### config.mk
export PLATFORM = sky130hd
export DESIGN_NAME = imem_loader
export DESIGN_NICKNAME = d
export VERILOG_FILES = /design/src/rtl/imem_loader.sv
export SDC_FILE = /design/constraint.sdc
export NUM_CORES = 1
export LEC_CHECK = 0
export BUFFER_PORTS_ARGS = -buffer_cell sky130_fd_sc_hd__buf_2
export CORE_MARGIN = 5
export CORE_UTILIZATION = 55
export CTS_CLUSTER_DIAMETER = 120
export DETAILED_ROUTE_END_ITERATION = 12
export GPL_ROUTABILITY_DRIVEN = 0
export PLACE_DENSITY = 0.77
export SYNTH_ARGS = -nofsm -noshare
export SYNTH_HDL_FRONTEND = slang
export SYNTH_SLANG_ARGS = --single-unit
export TNS_END_PERCENT = 1
### constraint.sdc
create_clock -name clk -period 6.35 [get_ports clk]
set_clock_uncertainty 0.15 [all_clocks]
set_input_delay 1.27 -clock clk [delete_from_list [all_inputs] [get_ports clk]]
set_output_delay 1.27 -clock clk [all_outputs]
set_load 0.01 [all_outputs]
### src/rtl/imem_loader.sv
// ---------------------------------------------------------------------------
// imem_loader
//
// Purpose:
//   Receives a byte stream through a valid/ready handshake and writes it into
//   instruction memory. The stream starts with a 16-bit big-endian word
//   count N. It is followed by N words, each sent MSB first. Words are written
//   sequentially from byte address 0. While a load is pending or in progress,
//   the processor is held in reset with its clock-enable low. It is released
//   once the final word has been written.
//
// Ports:
//   clk, rst            clock and asynchronous active-high reset
//   start               single-cycle pulse; begins a load from IDLE/RUN/ERR
//   in_data, in_valid   incoming stream byte and its valid flag
//   in_ready            loader accepts a byte this cycle
//   imem_we             one-cycle write strobe per assembled word
//   imem_addr           word-aligned byte address of the write
//   imem_wdata          assembled 32-bit instruction word
//   cpu_ce, cpu_rst     processor clock-enable / reset (running only in RUN)
//   busy, done, err     load in progress / load complete / load failed
// ---------------------------------------------------------------------------
module imem_loader #(
    parameter int DEPTH_WORDS = 256,
    parameter int ADDR_W      = 32,
    parameter int TIMEOUT_CYC = 100000
) (
    input  logic              clk,
    input  logic              rst,
    input  logic              start,
    input  logic [7:0]        in_data,
    input  logic              in_valid,
    output logic              in_ready,
    output logic              imem_we,
    output logic [ADDR_W-1:0] imem_addr,
    output logic [31:0]       imem_wdata,
    output logic              cpu_ce,
    output logic              cpu_rst,
    output logic              busy,
    output logic              done,
    output logic              err
);

    // word_idx needs one extra bit so that it can hold N == DEPTH_WORDS
    // without wrapping.
    localparam int WIDX_W = $clog2(DEPTH_WORDS) + 1;
    // The idle counter only ever holds values 0 .. TIMEOUT_CYC-1.
    localparam int IDLE_W = (TIMEOUT_CYC > 1) ? $clog2(TIMEOUT_CYC) : 1;
    localparam logic [IDLE_W-1:0] IDLE_LAST =
        IDLE_W'((TIMEOUT_CYC > 0) ? TIMEOUT_CYC - 1 : 0);
    localparam logic [16:0] DEPTH_N = 17'(DEPTH_WORDS);

    typedef enum logic [2:0] {
        S_IDLE   = 3'd0,
        S_HDR_HI = 3'd1,
        S_HDR_LO = 3'd2,
        S_DATA   = 3'd3,
        S_WRITE  = 3'd4,
        S_RUN    = 3'd5,
        S_ERR    = 3'd6
    } state_t;

    state_t              state_q, state_d;
    logic [7:0]          hdr_hi_q, hdr_hi_d;
    logic [15:0]         n_q, n_d;
    logic [23:0]         asm_q, asm_d;
    logic [1:0]          byte_idx_q, byte_idx_d;
    logic [WIDX_W-1:0]   word_idx_q, word_idx_d;
    logic [IDLE_W-1:0]   idle_q, idle_d;
    logic [ADDR_W-1:0]   addr_q, addr_d;
    logic [31:0]         wdata_q, wdata_d;

    logic                xfer;
    logic                timed_out;
    logic [15:0]         n_full;
    logic [WIDX_W-1:0]   word_next;

    // Outputs are decoded purely from the registered state, so in_ready has
    // no combinational dependence on in_valid.
    assign in_ready   = (state_q == S_HDR_HI) || (state_q == S_HDR_LO) ||
                        (state_q == S_DATA);
    assign imem_we    = (state_q == S_WRITE);
    assign imem_addr  = addr_q;
    assign imem_wdata = wdata_q;
    assign cpu_ce     = (state_q == S_RUN);
    assign cpu_rst    = (state_q != S_RUN);
    assign done       = (state_q == S_RUN);
    assign err        = (state_q == S_ERR);
    assign busy       = in_ready || (state_q == S_WRITE);

    assign xfer = in_valid && in_ready;

    always_ff @(posedge clk or posedge rst) begin
        if (rst) begin
            state_q    <= S_IDLE;
            hdr_hi_q   <= '0;
            n_q        <= '0;
            asm_q      <= '0;
            byte_idx_q <= '0;
            word_idx_q <= '0;
            idle_q     <= '0;
            addr_q     <= '0;
            wdata_q    <= '0;
        end else begin
            state_q    <= state_d;
            hdr_hi_q   <= hdr_hi_d;
            n_q        <= n_d;
            asm_q      <= asm_d;
            byte_idx_q <= byte_idx_d;
            word_idx_q <= word_idx_d;
            idle_q     <= idle_d;
            addr_q     <= addr_d;
            wdata_q    <= wdata_d;
        end
    end

    always_comb begin
        state_d    = state_q;
        hdr_hi_d   = hdr_hi_q;
        n_d        = n_q;
        asm_d      = asm_q;
        byte_idx_d = byte_idx_q;
        word_idx_d = word_idx_q;
        idle_d     = idle_q;
        addr_d     = addr_q;
        wdata_d    = wdata_q;
        timed_out  = 1'b0;
        n_full     = {hdr_hi_q, in_data};
        word_next  = word_idx_q + WIDX_W'(1);

        // Inter-byte timeout: counts stalled cycles in the byte-accepting
        // states. A transfer always wins over expiry.
        if (in_ready) begin
            if (xfer) begin
                idle_d = '0;
            end else if (TIMEOUT_CYC != 0) begin
                if (idle_q == IDLE_LAST) begin
                    timed_out = 1'b1;
                end else begin
                    idle_d = idle_q + IDLE_W'(1);
                end
            end
        end

        case (state_q)
            S_IDLE, S_RUN, S_ERR: begin
                if (start) begin
                    state_d = S_HDR_HI;
                    idle_d  = '0;
                end
            end
            S_HDR_HI: begin
                if (xfer) begin
                    hdr_hi_d = in_data;
                    state_d  = S_HDR_LO;
                end
            end
            S_HDR_LO: begin
                if (xfer) begin
                    n_d = n_full;
                    if ((n_full == 16'd0) || ({1'b0, n_full} > DEPTH_N)) begin
                        state_d = S_ERR;
                    end else begin
                        byte_idx_d = '0;
                        word_idx_d = '0;
                        state_d    = S_DATA;
                    end
                end
            end
            S_DATA: begin
                if (xfer) begin
                    asm_d      = {asm_q[15:0], in_data};
                    byte_idx_d = byte_idx_q + 2'd1;
                    if (byte_idx_q == 2'd3) begin
                        // Latch the write now so that address and data are
                        // stable registers for the whole WRITE cycle.
                        wdata_d = {asm_q, in_data};
                        addr_d  = ADDR_W'({word_idx_q, 2'b00});
                        state_d = S_WRITE;
                    end
                end
            end
            S_WRITE: begin
                word_idx_d = word_next;
                byte_idx_d = '0;
                if ({1'b0, n_q} == 17'(word_next)) begin
                    state_d = S_RUN;
                end else begin
                    state_d = S_DATA;
                end
            end
            default: begin
                state_d = S_IDLE;
            end
        endcase

        if (timed_out) begin
            state_d = S_ERR;
            idle_d  = '0;
        end
    end

endmodule

==> impl_metrics.csv, run 1 <==
group,metric,value,unit
global_route,grt-ovfl-total,0,
clocking,post_cts_buffers,0,
floorplanning,die_area,12200,sq um
sta,max_freq,263,MHz
synthesis,synth.area.top_cells,"dfrtp_1, mux2_2, nand2_1",
global_route,antenna_found_initial,0,
critical_path,worstSetupPathType,"reg -> out",
min_path,min_path_type,"reg -> reg",
synthesis,yosys_warnings,0,
clocking,clkLatencyLatePin,0.51,ns
detailed_routing,route.vias.total,3683,
sta,tns,0,ns
job,cap_violations,0,
clocking,clockBufferDepth,2,
layout,final_cells,684,
detailed_routing,ant_nets,0,
floorplanning,io_pins,83,
synthesis,synth_enable_flop_cells,0,
clocking,cts_root_buffer,"clkbuf_8",
synthesis,syn_area_per_cell,11.6,sq um
synthesis,synth_seq_cells,120,
critical_path,slowest_delay,0.56,ns
detailed_routing,wl_per_cell,16.4,um
clocking,cts.sinks,120,
sta,drv_slew,0,
critical_path,worstPathArrival,2.38,ns
clocking,cts_buffers,17,
clocking,htree_levels,4,
critical_path,crit_fanout,20,
floorplanning,rows,36,
placement,post-place-cells,654,
synthesis,synth.largest_area_cell,"dfrtp_1",
sta,finalSetupViolations,0,
critical_path,cpMaxStageDelayCell,"dfrtp_1",
floorplanning,coreArea,9820,sq um
critical_path,rr_worst_depth,6,
min_path,whs_path_depth,2,
global_route,grt_max_degree,67,
floorplanning,initial_core_util,56.7,%
power,power_density,455,nW/um^2
synthesis,syn-instance-count,480,
critical_path,worst_ep_required_time,4.93,ns
power,worst_ir_drop_vdd,0.285,mV
critical_path,start_kind,"flop",
sta,min_period,3.80,ns
synthesis,ys_async_sr_fraction,100,%
sta,max_slew_margin,34.3,%
detailed_routing,drt_iter0_drc,140,
synthesis,syn-cell-area,5570,sq um
power,p_leak,3.22,nW
global_route,grt_usage,19.5,%
clocking,cts_tree,"yes",
critical_path,worst-path-buf-inv,2,
detailed_routing,dr.pass1.iters,4,
global_route,grt_pass1_wl,19.7,mm
sta,hold_violations,0,
synthesis,yosysUniqueCellTypes,58,
clocking,cts-resized-gates,0,
detailed_routing,via_per_inst,5.38,
critical_path,crit_path_cell_trace,"nor2_1 -> nand2_1 -> clkinv_1 -> buf_2",
detailed_routing,routed_wl,11.2,mm
sta,tightestPinTransition,0.982,ns
detailed_routing,drcViolationCount,0,
synthesis,synthMostInstantiatedCell,"dfrtp_1",
clocking,hold_buffers,0,
placement,hpwl,7.62,mm
global_route,grt_pass1_vias,3953,
layout,antenna_cells,0,
synthesis,yosys-top-cells-count,"dfrtp_1, mux2_2, nand2_1",
layout,syn2layout_area_growth,15.7,%
outcome,status,"finished, final reports clean",
synthesis,synthFlopType,"dfrtp_1",
layout,drive_gt1_share,32.5,%
floorplanning,die-height,111,um
placement,port_buffers,59,
sta,post-route-period-util,59.9,%
critical_path,end_kind,"output pin",
floorplanning,die_w,111,um
sta,rsz0062_at_grt,"false",
critical_path,cp_num_cells,4,
synthesis,ys_seq_area_share,53.9,%
critical_path,path_delay_family,"buffers and inverters",
clocking,clk_pin_slew,0.05,ns
synthesis,synth_top_area_share,53.9,%
layout,fin_nets,555,
==> sequential cells by signal, indices dropped and copies added (netlist names) <==
name	cells
hdr_hi_q	8
word_idx_q	9
imem_addr	9
byte_idx_q	2
n_q	16
state_q	3
imem_wdata	32
idle_q	17
asm_q	24
==> through the flow <==
stage	area [sq um]	total power [W]	utilization [%]	worst slack (ns)	hold WS [ns]
finish	6450	0.00293	65.7	2.55	0.331
detailed placement	5880	0.00203	59.9	2.45	0.320
CTS	6450	0.00296	65.7	2.53	0.338
floorplan	5650	0.00181	-	1.74	0.292
global route	6450	0.00312	65.7	2.35	0.361
global placement	5880	0.00198	59.9	2.54	0.311
==> final cells by class <==
class	count	area (sq um)
Timing Repair Buffer	62	318
Inverter	9	36.3
Sequential cell	120	3000
Tap cell	133	166
Multi-Input combinational cell	330	2350
Clock inverter	10	124
Clock buffer	20	445
Fill cell	765	3370
==> layer usage <==
metal	up-vias	track usage, %	wire (um)
li1	1750	-	-
met1	1852	24.2	4750
met2	72	33.7	5900
met3	9	5.58	485
met4	0	4.43	76
met5	-	0	0
==> power breakdown <==
part,switching (W),total [W],internal (W)
Sequential,0.000216,0.00123,0.00101
Combinational,0.000408,0.000801,0.000392
Clock,0.000329,0.000905,0.000576
==> layout by cell type (no fill, tap or decap), drive strengths merged, types with 2 or more instances in the layout <==
cell	n
nor3b	3
a211o	2
inv	7
clkinv	8
mux2	74
a31oi	2
nor4	2
a221oi	2
o2111ai	5
buf	62
bufinv	2
or4	4
mux2i	4
o21ai	9
and4	5
and3	5
nor2b	5
nand4	8
a21oi	9
a21o	2
and2	2
or3	2
nor2	27
xor2	15
nand2b	3
nor3	7
nor4b	2
nand3	13
or4b	2
clkbuf	20
dfrtp	120
conb	23
ha	3
xnor2	14
clkinvlp	2
nand2	62
==> path summary, 6_finish.rpt <==
| check | endpoint | slack, ns | start |
|---|---|---|---|
| max in group asynchronous | state_q[0] | 4.11 | rst |
| min in group asynchronous | imem_wdata[14] | 0.78 | rst |
| hold reg to reg | asm_q[21] | 0.33 | asm_q[21] |
| setup / recovery | imem_we | 2.55 | state_q[0] |
| setup reg to reg | imem_addr[5] | 3.17 | state_q[0] |
| hold / removal | asm_q[21] | 0.33 | asm_q[21] |
==> logic make-up after synthesis <==
| kind of cell | after synthesis | synth area share (%) |
|---|---|---|
| fa+ha+maj | 3 | 0.674 |
| simple gates | 156 | 14.5 |
| xor+xnor | 30 | 4.96 |
| mux | 78 | 15.7 |
| buf+inv | 52 | 5.35 |
| flops | 120 | 53.9 |
| other cells | 1 | 0.0673 |
| compound gates | 40 | 4.87 |
==> worst register-to-register path, cell delays in order (launching register included) <==
cell	delay, ns
dfrtp_1	0.51
nor2b_1	0.22
nand3_1	0.10
buf_4	0.30
clkinv_1	0.46
nand2_2	0.88
mux2_2	0.46
Power figures use the tool's default switching activity.
==> run 2, diff against run 1 <==
Clock period 6.35 ns to 3.7 ns, I/O delays scaled along.
==> run 2 against run 1 <==
Routed wire length hardly changed. Sequential power is 72% higher. Critical path depth stayed put. Combinational power is 71% higher. Highest routed layer unchanged. Largest power group unchanged.
==> impl_metrics.csv, run 2 (same netlist as run 1, synthesis figures left out) <==
group,metric,value,unit
outcome,status,"finished, final reports clean",
job,cap_violations,0,
layout,syn2layout_area_growth,15.6,%
layout,fin_util,65.6,%
layout,largest_register_ffs,32,
power,p_leak,3.20,nW
sta,tns,0,ns
clocking,htree_levels,4,
global_route,grt_pass1_wl,19.6,mm
detailed_routing,wl_per_cell,16.4,um
critical_path,worstSetupPathType,"reg -> out",
layout,layout_commonest_cell,"dfrtp_1",
clocking,cts_tree,"yes",
floorplanning,initial_core_util,56.7,%
critical_path,end_kind,"output pin",
sta,max_freq,308,MHz
layout,nFillCells,765,
clocking,hold_buffers,0,
critical_path,worst_ep_required_time,2.81,ns
detailed_routing,routed_wl,11.2,mm
detailed_routing,dr.pass1.iters,6,
min_path,min_path_type,"in -> async",
sta,min_period,3.25,ns
clocking,cts-resized-gates,0,
global_route,grt-ovfl-total,0,
power,power_density,771,nW/um^2
placement,hpwl,7.52,mm
clocking,clkLatencyLatePin,0.51,ns
clocking,clockBufferDepth,2,
sta,post-route-period-util,87.8,%
floorplanning,coreArea,9820,sq um
layout,antenna_cells,0,
layout,mostFrequentLayoutCells,"dfrtp_1, mux2_2, nand2_1",
sta,rsz0062_at_grt,"false",
critical_path,crit_fanout,20,
global_route,grt_pass1_vias,3828,
detailed_routing,route.vias.total,3815,
sta,drv_slew,0,
critical_path,worstPathArrival,2.36,ns
floorplanning,die-height,111,um
sta,max_slew_margin,34.7,%
floorplanning,io_pins,83,
detailed_routing,drt_iter0_drc,174,
sta,finalSetupViolations,0,
floorplanning,die_area,12200,sq um
clocking,clk_pin_slew,0.06,ns
detailed_routing,via_per_inst,5.56,
clocking,cts.sinks,120,
detailed_routing,ant_nets,0,
sta,hold_violations,0,
global_route,antenna_found_initial,0,
layout,fin_nets,556,
clocking,cts_buffers,17,
placement,port_buffers,59,
clocking,post_cts_buffers,0,
critical_path,start_kind,"flop",
critical_path,rr_worst_depth,6,
floorplanning,rows,36,
sta,tightestPinTransition,0.977,ns
clocking,cts_root_buffer,"clkbuf_8",
detailed_routing,drcViolationCount,0,
power,worst_ir_drop_vdd,0.371,mV
global_route,grt_usage,19.4,%
layout,drive_gt1_share,32.7,%
floorplanning,die_w,111,um
global_route,grt_max_degree,121,
-- run 2: cell count changes in the layout (fill, tap and decap cells not counted), sizes merged --
cell      before  now
buf           62   63
clkinv         8    5
clkinvlp       2    7
clkbuf        20   18
bufinv         2    1
inv            7    9
-- run 2: final timing paths --
kind	from	end	slack (ns)
setup / recovery	state_q[0]	imem_we	0.45
hold / removal	rst	imem_wdata[31]	0.27
setup reg to reg	state_q[0]	imem_addr[3]	1.02
hold reg to reg	asm_q[16]	asm_q[16]	0.32
max in group asynchronous	rst	state_q[2]	2.67
min in group clk	asm_q[16]	asm_q[16]	0.32
-- run 2: report_power, final --
group	switching, W	internal [W]	leakage (nW)
Combinational	0.000693	0.000678	1.37
Clock	0.000594	0.000890	0.246
Sequential	0.000375	0.00174	1.58
-- run 2: area by class of cell --
type,instances,area [sq um],share of cell area [%]
clock inverters,13,124,1.92
flip-flops and latches,120,3000,46.6
repair buffers,63,338,5.24
clock buffers,18,418,6.49
multi-input cells,330,2350,36.6
well taps,133,166,2.58
inverters,9,37.5,0.583
-- run 2: routing by layer --
layer,track usage [%],vias up,routed length (um)
met4,4.84,0,137
met3,5.96,13,551
li1,-,1759,-
met2,32.3,107,5780
met1,25.0,1936,4760
met5,0,-,0
-- run 2: stage by stage --
step	setup WS, ns	power (W)	area (sq um)	cells	hold WS, ns
after floorplan	1.23	0.00310	5660	502	0.292
after detailed placement	0.917	0.00349	5900	655	0.309
after global placement	0.974	0.00342	5900	655	0.307
after CTS	0.447	0.00501	6440	686	0.302
after global routing	0.202	0.00529	6440	686	0.330
final	0.450	0.00497	6440	686	0.272
-- run 2: critical path, cell delays in order, from the launching register on --
cell and delay (ns):
dfrtp_1 0.59, nor2_1 0.13, nand2_1 0.48, clkinv_1 0.40, buf_2 0.24
==> run 3, diff against run 2 <==
Settings changed: CELL_PAD_IN_SITES_DETAIL_PLACEMENT set to 1, CELL_PAD_IN_SITES_GLOBAL_PLACEMENT set to 2, CORE_UTILIZATION 55 to 38, PLACE_DENSITY 0.77 to not set, PLACE_DENSITY_LB_ADDON set to 0.1.
==> run 3 against run 2 <==
Maximum frequency rose by 7.9%. Combinational power barely moved. Worst hold slack improved by 0.053 ns. Critical path depth did not move. Clock power rose by 11%. Core utilization fell by 20 points. Largest power group unchanged. Highest routed layer unchanged.
==> impl_metrics.csv, run 3 (same netlist as run 1, synthesis figures left out) <==
group,metric,value,unit
outcome,status,"finished, final reports clean",
layout,antenna_cells,0,
power,worst_ir_drop_vdd,0.400,mV
clocking,cts.sinks,120,
floorplanning,die_w,131,um
floorplanning,initial_core_util,38.5,%
clocking,clockBufferDepth,2,
critical_path,end_kind,"output pin",
global_route,grt-ovfl-total,0,
clocking,cts_buffers,17,
sta,hold_violations,0,
clocking,cts_tree,"yes",
clocking,cts_root_buffer,"clkbuf_16",
layout,largest_register_ffs,32,
floorplanning,rows,44,
global_route,grt_usage,16.4,%
clocking,htree_levels,4,
layout,syn2layout_area_growth,18.1,%
detailed_routing,wl_per_cell,17.8,um
sta,drv_slew,0,
critical_path,worstSetupPathType,"reg -> out",
sta,finalSetupViolations,0,
detailed_routing,routed_wl,13.2,mm
clocking,clkLatencyLatePin,0.41,ns
floorplanning,io_pins,83,
critical_path,start_kind,"flop",
critical_path,worstPathArrival,2.12,ns
layout,drive_gt1_share,33.1,%
power,power_density,788,nW/um^2
clocking,clk_pin_slew,0.06,ns
sta,max_slew_margin,47.4,%
critical_path,worst_ep_required_time,2.81,ns
layout,mostFrequentLayoutCells,"dfrtp_1, mux2_2, nand2_1",
detailed_routing,dr.pass1.iters,4,
global_route,grt_max_degree,121,
clocking,hold_buffers,0,
detailed_routing,route.vias.total,3721,
sta,tightestPinTransition,0.786,ns
floorplanning,die-height,131,um
critical_path,crit_fanout,20,
placement,hpwl,8.73,mm
sta,post-route-period-util,81.4,%
placement,port_buffers,59,
detailed_routing,ant_nets,0,
detailed_routing,drt_iter0_drc,143,
sta,tns,0,ns
floorplanning,coreArea,14500,sq um
clocking,post_cts_buffers,0,
detailed_routing,via_per_inst,5.03,
global_route,grt_pass1_wl,21.5,mm
job,cap_violations,0,
sta,max_freq,332,MHz
power,p_leak,3.24,nW
clocking,cts-resized-gates,0,
detailed_routing,drcViolationCount,0,
sta,rsz0062_at_grt,"false",
sta,min_period,3.01,ns
layout,nFillCells,1553,
layout,layout_commonest_cell,"dfrtp_1",
layout,fin_nets,559,
global_route,antenna_found_initial,0,
min_path,min_path_type,"reg -> reg",
power,total_power,0.00518,W
global_route,grt_pass1_vias,3959,
floorplanning,die_area,17200,sq um
## run 3: cell types whose count changed in the layout (fill, tap and decap cells not counted)
cell,change
buf_4,+3
clkbuf_16,+1
clkbuf_8,+2
inv_6,-2
bufinv_16,+1
clkinv_4,-1
clkinvlp_4,-1
## run 3: layout make-up
| class | count | area, sq um | share of cell area, % |
|---|---|---|---|
| sequential | 120 | 3000 | 45.7 |
| multi-input combinational | 330 | 2350 | 35.8 |
| clock buffer | 21 | 470 | 7.15 |
| timing repair buffer | 66 | 360 | 5.48 |
| tap | 184 | 230 | 3.50 |
| clock inverter | 10 | 120 | 1.83 |
| inverter | 9 | 37.5 | 0.571 |
## run 3: layer usage
metal  global-route usage (%)  routed length [um]
met2                     26.4                6480
met5                        0                   0
met4                     6.29                 225
met1                     21.4                6050
met3                     4.05                 424
## run 3: through the flow
step                util [%]  hold WS (ns)  instances  worst slack [ns]  area [sq um]
floorplan                  -         0.292        502              1.23          5660
global placement        41.3         0.311        709             0.935          5990
detailed placement      41.3         0.318        709             0.864          5990
CTS                     45.4         0.332        740             0.669          6580
global route            45.4         0.352        740             0.502          6580
finish                  45.4         0.325        740             0.689          6580
## run 3: critical path, cell delays in order, from the launching register on
cell      delay, ns
dfrtp_1        0.61
nor2_1         0.14
nand2_1        0.54
clkinv_1       0.22
buf_2          0.19
## run 3: path summary, 6_finish.rpt
path / depth (start not counted) / from / slack [ns] / endpoint
min in group asynchronous: 3 / rst / 0.35 / idle_q[8]
max in group asynchronous: 3 / rst / 2.54 / n_q[14]
hold reg to reg: 2 / asm_q[21] / 0.32 / asm_q[21]
setup / recovery: 4 / state_q[0] / 0.69 / imem_we
setup reg to reg: 6 / idle_q[0] / 1.15 / idle_q[11]
hold / removal: 2 / asm_q[21] / 0.32 / asm_q[21]
## run 3: report_power, final
part / switching [W] / total, W / internal [W]
clock network: 0.000608 / 0.00165 / 0.00104
logic: 0.000709 / 0.00139 / 0.000682
registers: 0.000403 / 0.00214 / 0.00174
total: 0.00172 / 0.00518 / 0.00346
